**config.mk**
```make
export PLATFORM = sky130hd
export DESIGN_NAME = fifo_slave
export DESIGN_NICKNAME = d
export VERILOG_FILES = /design/src/rtl/fifo_slave.sv
export SDC_FILE = /design/constraint.sdc
export NUM_CORES = 1
export LEC_CHECK = 0
export BUFFER_PORTS_ARGS = -buffer_cell sky130_fd_sc_hd__clkbuf_2
export CAP_MARGIN = 0
export CORE_UTILIZATION = 45
export CTS_CLUSTER_DIAMETER = 100
export CTS_CLUSTER_SIZE = 30
export DETAILED_ROUTE_END_ITERATION = 7
export GPL_TIMING_DRIVEN = 0
export SKIP_LAST_GASP = 1
export SLEW_MARGIN = 20
export SYNTH_ARGS = -nofsm -noshare
export SYNTH_HDL_FRONTEND = slang
export SYNTH_SLANG_ARGS = --single-unit
```
**constraint.sdc**
```tcl
create_clock -name clk -period 4.6 [get_ports clk]
set_input_delay 1.15 -clock clk [delete_from_list [all_inputs] [get_ports clk]]
set_output_delay 1.15 -clock clk [all_outputs]
set_load 0.05 [all_outputs]
```
**src/rtl/fifo_slave.sv**
```systemverilog
// Memory-mapped byte FIFO bus slave: DATA/STATUS/LEVEL/CTRL registers at ADDR..ADDR+3.
// Reads are registered and return zero when not selected, so dat_r can be ORed with other slaves.
module fifo_slave #(
   parameter logic [13:0] ADDR       = 14'h0010,
   parameter int          DEPTH_LOG2 = 4
) (
   input  logic        clk,
   input  logic        rst,
   input  logic [13:0] adr,
   input  logic        we,
   input  logic [7:0]  dat_w,
   output logic [7:0]  dat_r,
   output logic        not_empty
);

   localparam int PW    = DEPTH_LOG2 + 1;
   localparam int DEPTH = 1 << DEPTH_LOG2;

   logic [PW-1:0] head_q, head_d;
   logic [PW-1:0] tail_q, tail_d;
   logic [PW-1:0] level;
   logic          ovf_q, ovf_d;
   logic          unf_q, unf_d;
   logic          not_empty_q, not_empty_d;
   logic [7:0]    dat_r_q, dat_r_d;
   logic [7:0]    mem_q [DEPTH];

   logic [13:0]   offset;
   logic          in_range;
   logic          empty;
   logic          full;
   logic          push_en;

   always_comb begin
      // NOTE: every combinational output gets a default first so no path can infer a latch.
      head_d   = head_q;
      tail_d   = tail_q;
      ovf_d    = ovf_q;
      unf_d    = unf_q;
      dat_r_d  = 8'h00;
      push_en  = 1'b0;

      // Unsigned wrap makes addresses below ADDR land far out of range.
      offset   = adr - ADDR;
      in_range = offset < 14'd4;
      level    = tail_q - head_q;
      empty    = (level == '0);
      full     = (level == PW'(DEPTH));

      if (we && in_range) begin
         case (offset[1:0])
            2'd0: begin
               if (full) begin
                  ovf_d = 1'b1;
               end else begin
                  push_en = 1'b1;
                  tail_d  = tail_q + 1'b1;
               end
            end
            2'd3: begin
               // Clear is applied before the sets below so a same-cycle set wins.
               if (dat_w[2]) begin
                  ovf_d = 1'b0;
                  unf_d = 1'b0;
               end
               if (dat_w[1]) begin
                  head_d = tail_q;
               end else if (dat_w[0]) begin
                  if (empty) unf_d  = 1'b1;
                  else       head_d = head_q + 1'b1;
               end
            end
            default: ;
         endcase
      end else if (in_range) begin
         case (offset[1:0])
            2'd0:    dat_r_d = empty ? 8'h00 : mem_q[head_q[DEPTH_LOG2-1:0]];
            2'd1:    dat_r_d = {4'b0000, unf_q, ovf_q, full, empty};
            2'd2:    dat_r_d = 8'(level);
            default: dat_r_d = 8'h00;
         endcase
      end

      not_empty_d = (tail_d != head_d);
   end

   always_ff @(posedge clk or posedge rst) begin
      if (rst) begin
         head_q      <= '0;
         tail_q      <= '0;
         ovf_q       <= 1'b0;
         unf_q       <= 1'b0;
         not_empty_q <= 1'b0;
         dat_r_q     <= 8'h00;
      end else begin
         // NOTE: sequential state uses non-blocking assignments so all flops see pre-edge values.
         head_q      <= head_d;
         tail_q      <= tail_d;
         ovf_q       <= ovf_d;
         unf_q       <= unf_d;
         not_empty_q <= not_empty_d;
         dat_r_q     <= dat_r_d;
      end
   end

   // NOTE: storage is deliberately not reset; empty pointers already hide stale bytes.
   always_ff @(posedge clk) begin
      if (push_en) mem_q[tail_q[DEPTH_LOG2-1:0]] <= dat_w;
   end

   assign dat_r     = dat_r_q;
   assign not_empty = not_empty_q;

endmodule

```
; ---- Yosys cells after proc, flatten, opt, wreduce, memory -nomap -nowiden
; Memory sizes are Yosys's and may differ from the RTL's.
; Index checks and enable logic that the tools add are counted.
[op_classes]
reduce_logical = 6
order_cmp = 1
add_sub_neg = 4
eq_ne = 7
mux = 24
[ops]
columns = operator, count
row1 = two-way mux 5 bit, 8
row2 = two-way mux 8 bit, 3
row3 = one-hot mux 8 bit (3 select lines), 1
row4 = "less-than comparator 14 x 3 -> 1 bit, second input constant", 1
row5 = "subtractor 14 x 5 -> 14 bit, second input constant", 1
row6 = two-way mux 1 bit, 11
row7 = "adder 5 x 1 -> 5 bit, second input constant", 2
row8 = "== test 5 bit, second input constant", 1
row9 = zero test 5 bit, 1
row10 = != test 5 bit, 1
row11 = subtractor 5 bit, 1
row12 = "== test 2 bit, second input constant", 2
row13 = "!= test 2 bit, second input constant", 2
row14 = AND reduction 4 bit, 1
row15 = "== test 2 x 1 -> 1 bit, second input constant", 1
row16 = zero test 2 bit, 1
row17 = one-hot mux 1 bit (2 select lines), 1
row18 = AND reduction 2 bit, 1
row19 = nonzero test 2 bit, 1
row20 = logical AND 1 bit, 1
[totals]
ff_bits = 21
ramBits = 128
out_inout_bits = 9
mem_count = 1
wordCells = 49
input_bits = 25
[mem_list]
columns = memory, words, word_bits, read_ports, rd_clocked_by_memory_dff, write_ports, line
row1 = mem_q, 16, 8, 1, 0, 1, 26  ; logic [7:0] mem_q [DEPTH];

; ---- Depth between registers and ports, before layout
[logic_depth]
ltp_word = 8
ltp_mapped = 14
ltp_nobuf = 12

; ---- Least setup slack after synthesis
; OpenSTA, ideal clock, no wires.
[synth_path]
path_kind = flip-flop to flip-flop
from = reg head_q[1]
to = reg not_empty_q, in the netlist not_empty
path_stages_with_launch = 14
synth_period_minus_slack_ps = 3876
n_path_buf = 3
path_slack_ps = 724
required_time_ps = 4476
arrival_ps = 3752
setup_time_ps = 124
cell_sequence = dfrtp_1 > buf_2 > buf_1 > buf_1 > inv_1 > fa_1 > xor2_2 > and4b_4 > o211ai_1 > nand3_2 > nor2_1 > and4b_1 > a311oi_1 > a211o_1
[synth_via]
elab_chain_len = 8
word_cells_on_any_way = 13
cone_classes = 2 x add/sub / 2 x eq/ne / 8 x mux / 1 x reduce/logical
[synth_lines]
columns = item, line
row1 = "start, declared", 19  ; logic [PW-1:0] head_q, head_d;
row2 = "start signal, assigned", 89  ; head_q <= '0;
row3 = "start signal, assigned", 97  ; head_q <= head_d;
row4 = subtractor 5 bit, 46  ; level = tail_q - head_q;
row5 = zero test 5 bit, 47  ; empty = (level == '0);
row6 = two-way mux 5 bit, 69  ; if (empty) unf_d = 1'b1;
row7 = two-way mux 5 bit, 68  ; end else if (dat_w[0]) begin
row8 = two-way mux 5 bit, 66  ; if (dat_w[1]) begin
row9 = two-way mux 5 bit, 51  ; case (offset[1:0])
row10 = two-way mux 5 bit, 50  ; if (we && in_range) begin
row11 = != test 5 bit *, 84  ; not_empty_d = (tail_d != head_d);
row12 = named net not_empty_d, 24  ; logic not_empty_q, not_empty_d;
row13 = "end signal, assigned", 101  ; not_empty_q <= not_empty_d;
row14 = "end, declared", 24
; The timed path passes the listed nets; every way through them passes the cells marked *.
; A chain may end at the register's enable or synchronous reset.

; ---- Final worst setup path
; Same ends and word-level chain as after synthesis.

==> results.md <==
- For this design, the CTS-stage hold fixing added 0 buffers.
- After Yosys synthesis, full adders, half adders and majority gates account for 2.05% of the synthesized area.
- Setup repair after global routing left no endpoint under its margin.
- The multiplexer share of the synthesized area is about 14%.
- The synthesized netlist devotes between 1.5 and 2% of its cell area to XOR and XNOR gates.
- In this run the most critical hold path is launched from tail_q[4].
- The most common library cell in the layout ignoring fill and taps is edfxtp_1.
- Static timing analysis puts the maximum clock frequency at about 0.23 GHz.
- The standard cell core area is around 0.014 mm2.
- The top cell types in the final layout, fill and taps aside, are 128 x edfxtp_1, 40 x mux4_2, 32 x clkbuf_2, 21 x dfrtp_1, 17 x clkbuf_16.
- The I/O pin count is 34.
- The final wirelength is approximately 14000 um.
- The final count of pins violating max slew came to 0.
- Averaged over all synthesized cells, the footprint is approximately 17 um2.
- In this design, the stage delay of the slowest critical-path cell is around 0.50 ns.
- The maximum number of pins on one net before global-route repair is 23.
- The worst path uses a little over nine tenths of the clock period.
- For the worst setup path, the data arrival time is roughly 4.6 ns.
- The beginning of the worst register-to-register path is head_q[1].
- Total power for the finished layout comes to 0.00284 W.
- In this run the tightest slew margin relative to its limit is between 40% and 50%.
- The number of buffers added for setup after CTS is 0.
- In this run the cell area of the synthesized design comes to 0.00648 mm2.
- The largest family of logic cells by synthesized area is multiplexers.
- The cell leakage power is roughly 2.5 nW.
- Once layout is done, the placed cells without fillers occupy about 0.0075 mm2.
- The area growth from synthesis to layout is 15.9%.
- The path with the worst hold slack has its endpoint at tail_q[4].
- Counting I/O delays and the setup requirement, the final critical path takes approximately 4.3 ns.
- The antenna diode count is 0.
- The number of cells traversed by the worst hold path is 1.
- Summing the areas of all compound-gate instances in the mapped netlist gives 4.89% of the synthesized area.
- The total iterations of the first detailed-routing run is 4.
- For this design, the slowest cell found on the critical path is fa_1.
- The total routing resource utilization after global routing is 20.4%.
- Across the run, the number of max-cap violations was 0.
- TritonCTS built the clock tree.
- For this block, the via count after detailed routing is 3568.
- The number of library cell types mapped by synthesis is 58.
- For this run, design rule violations remaining after detail routing come to 0.
- The required time of the critical path is just under 5 ns.
- For this run, asynchronously set or reset flops after synthesis account for between 10 and 15%.
- For this run, the post-layout net count is roughly 460.
- The ratio of total power to cell area is roughly 380 mW/mm2.
- The routability congestion estimate from global placement is 0.824.
- The type of destination of the critical path is a register.
- The share of synthesized area occupied by flip-flops and latches is between 60 and 70%.
- The clock passes through at most 2 buffers.
- The final setup violation count is 0.
- The half-perimeter wire length after placement is about 9000 um.
- After global routing the overflow that remains totals 0.
- For the worst-skew pair, the clock arrives at the later sink with an insertion delay of between 0.4 and 0.5 ns.
- Once the floorplan was initialized, standard cells occupied 46.5% of the core.
- The DRC marker count from the first detailed-route iteration is 302.
- The worst flop-to-flop path endpoint is not_empty.
- The post-cts repair resize count is 13.
- Ranked by total cell area, the synthesized netlist is headed by edfxtp_1 59%, mux4_2 14%, dfrtp_1 8.1%.
- The post-synth net total is 408.
- The simple-gate area share of the yosys netlist is 7.82%.
- Buffers placed on the I/O ports in this run total 32.
- The depth of the worst register-to-register path is 12.
- The post-route clock skew is between 0.009 and 0.01 ns.
- In this run, synthesis produced a sequential element count of roughly 150.
- The horizontal die dimension is 122 um.
- The count of final hold-check violations is 0.
- The actual transition at the worst max-transition pin is 0.878 ns.
- The total clock sinks is about 150.
- The post-synthesis cell count is between 300 and 400.
- The number of buffers inserted during clock tree synthesis is 17.
- In this run the cell area measured after placement is 0.00691 mm2.
- The floorplan step set the die height to about 120 um.
- The via count of the first global-routing pass came to 3554.
- In this run the remaining antenna-violating nets after routing total 0.
- The worst register-to-register path has a setup slack of ~0.27 ns.
- The critical path class is reg2reg.
- Traced cell by cell, the critical path runs through buf_2, buf_2, inv_1, fa_1, xor2_2, and4b_4, o211ai_1, nand3_2, nor2_4, and4b_1, a311oi_1, a211o_1.
- The number of standard-cell rows in the floorplan is between 40 and 50.
- The initial antenna violation count is 0.
- After detailed routing, the number of vias per cell comes to approximately 5.8.
- Along the worst path, the maximum fanout reaches 17.
- The run finished with clean final reports.
- The routed wire length per instance is 22.1 um.
- The number of flops mapped to enable cells by yosys is between 100 and 150.
- The Yosys warning count is 0.
- The worst setup path is launched from a register.
- The H-tree depth is 4.
- The die area is between 0.01 and 0.015 mm2.
- The first global-routing pass estimated 21100 um of wire.
- The root buffer cell is clkbuf_16.
- Summed over all instances, the cell type with the most area after synthesis is edfxtp_1.
- The worst hold path belongs to the class reg2reg.
- The fraction of layout instances using a drive strength above 1 is 32.5%.
- The flip-flop cell with the highest count after synthesis is edfxtp_1.
- The cell that appears most often on the critical path is buf_2.
- The highest ir drop seen on vdd is 0.000238 V.
- The clock input transition at the sequential cells of the worst setup and hold paths is 0.06 ns.
- The top-area cell type share of the netlist area is approximately three fifths.
-- layer usage --
metal  routed length, um  global-route usage, %  up-vias
met2                6540                   31.3       95
met3                 647                   4.26       21
li1                    -                      -     1603
met5                   0                      0        -
met1                6220                   28.2     1849
met4                 300                   9.03        0
-- critical path: cells and delay by family (launching register included) --
family	cells	cell delay, ns
AOI/OAI and AO/OA	3	0.74
xor gates and xnor gates	1	0.25
adders and majority gates	1	0.50
buffers and inverters	3	0.95
DFF	1	0.37
and+or+nand+nor	4	1.39
-- power breakdown --
group,leakage (nW),switching [W],total [W],internal [W]
Sequential,1.42,0.000000163,0.00147,0.00147
Combinational,0.831,0.0000353,0.0000504,0.0000151
Clock,0.271,0.000530,0.00132,0.000792
-- worst max-delay path by stage --
| stage | from | end | slack (ns) | depth (start not counted) |
|---|---|---|---|---|
| 2_1_floorplan | head_q[1] | not_empty | 0.72 | 13 |
| 3_3_place_gp | head_q[1] | not_empty | -1.11 | 13 |
| 3_5_place_dp | head_q[1] | not_empty | -0.79 | 13 |
| 4_1_cts | head_q[1] | not_empty | 0.18 | 12 |
| 5_1_grt | head_q[1] | not_empty | 0.02 | 12 |
| 6_report | head_q[1] | not_empty | 0.27 | 12 |
-- kinds of logic after synthesis --
group | after synthesis
fa+ha+maj | 10
mux | 41
simple gates | 91
flops | 149
xor+xnor | 11
buf+inv | 29
compound gates | 42
-- metrics by stage --
step	util [%]	cells	hold WS (ns)	setup TNS [ns]	worst slack [ns]
after detailed placement	49.6	589	0.540	-63.69	-0.792
after global routing	53.9	620	0.571	0	0.0159
after floorplan	-	373	0.476	0	0.724
after CTS	53.9	620	0.552	0	0.181
after global placement	49.2	585	0.510	-78.68	-1.11
final	53.9	620	0.533	0	0.272
-- cells in the mapped netlist, drive strengths merged, types with 2 or more instances --
cell    instances
xnor2           6
xor2            5
or3             2
nand3b          2
nor3b           2
nand2b          3
nand2          15
a21oi          12
nand4b          2
dfrtp          21
nor3            7
mux4           40
o22a            4
a211o           2
buf            11
o21ai           7
edfxtp        128
nor2b           6
inv            10
nor2           26
o211ai          2
and3            2
and4b           2
nor4            2
a22oi           2
nand3           9
nand4           7
clkbuf          8
ha              9
-- sequential cells by signal, indices dropped and copies added (netlist names) --
name / cells
ovf_q: 1
not_empty: 1
tail_q: 5
mem_q: 128
dat_r: 8
head_q: 5
unf_q: 1
-- final cells by class --
type,count,area [um2]
Buffer,18,91.3
Fill cell,1111,6430
Timing Repair Buffer,36,190
Multi-Input combinational cell,195,2030
Clock inverter,14,135
Clock buffer,18,429
Sequential cell,149,4370
Tap cell,180,225
Inverter,10,37.5
No activity file was read; power rests on OpenSTA's default activity.
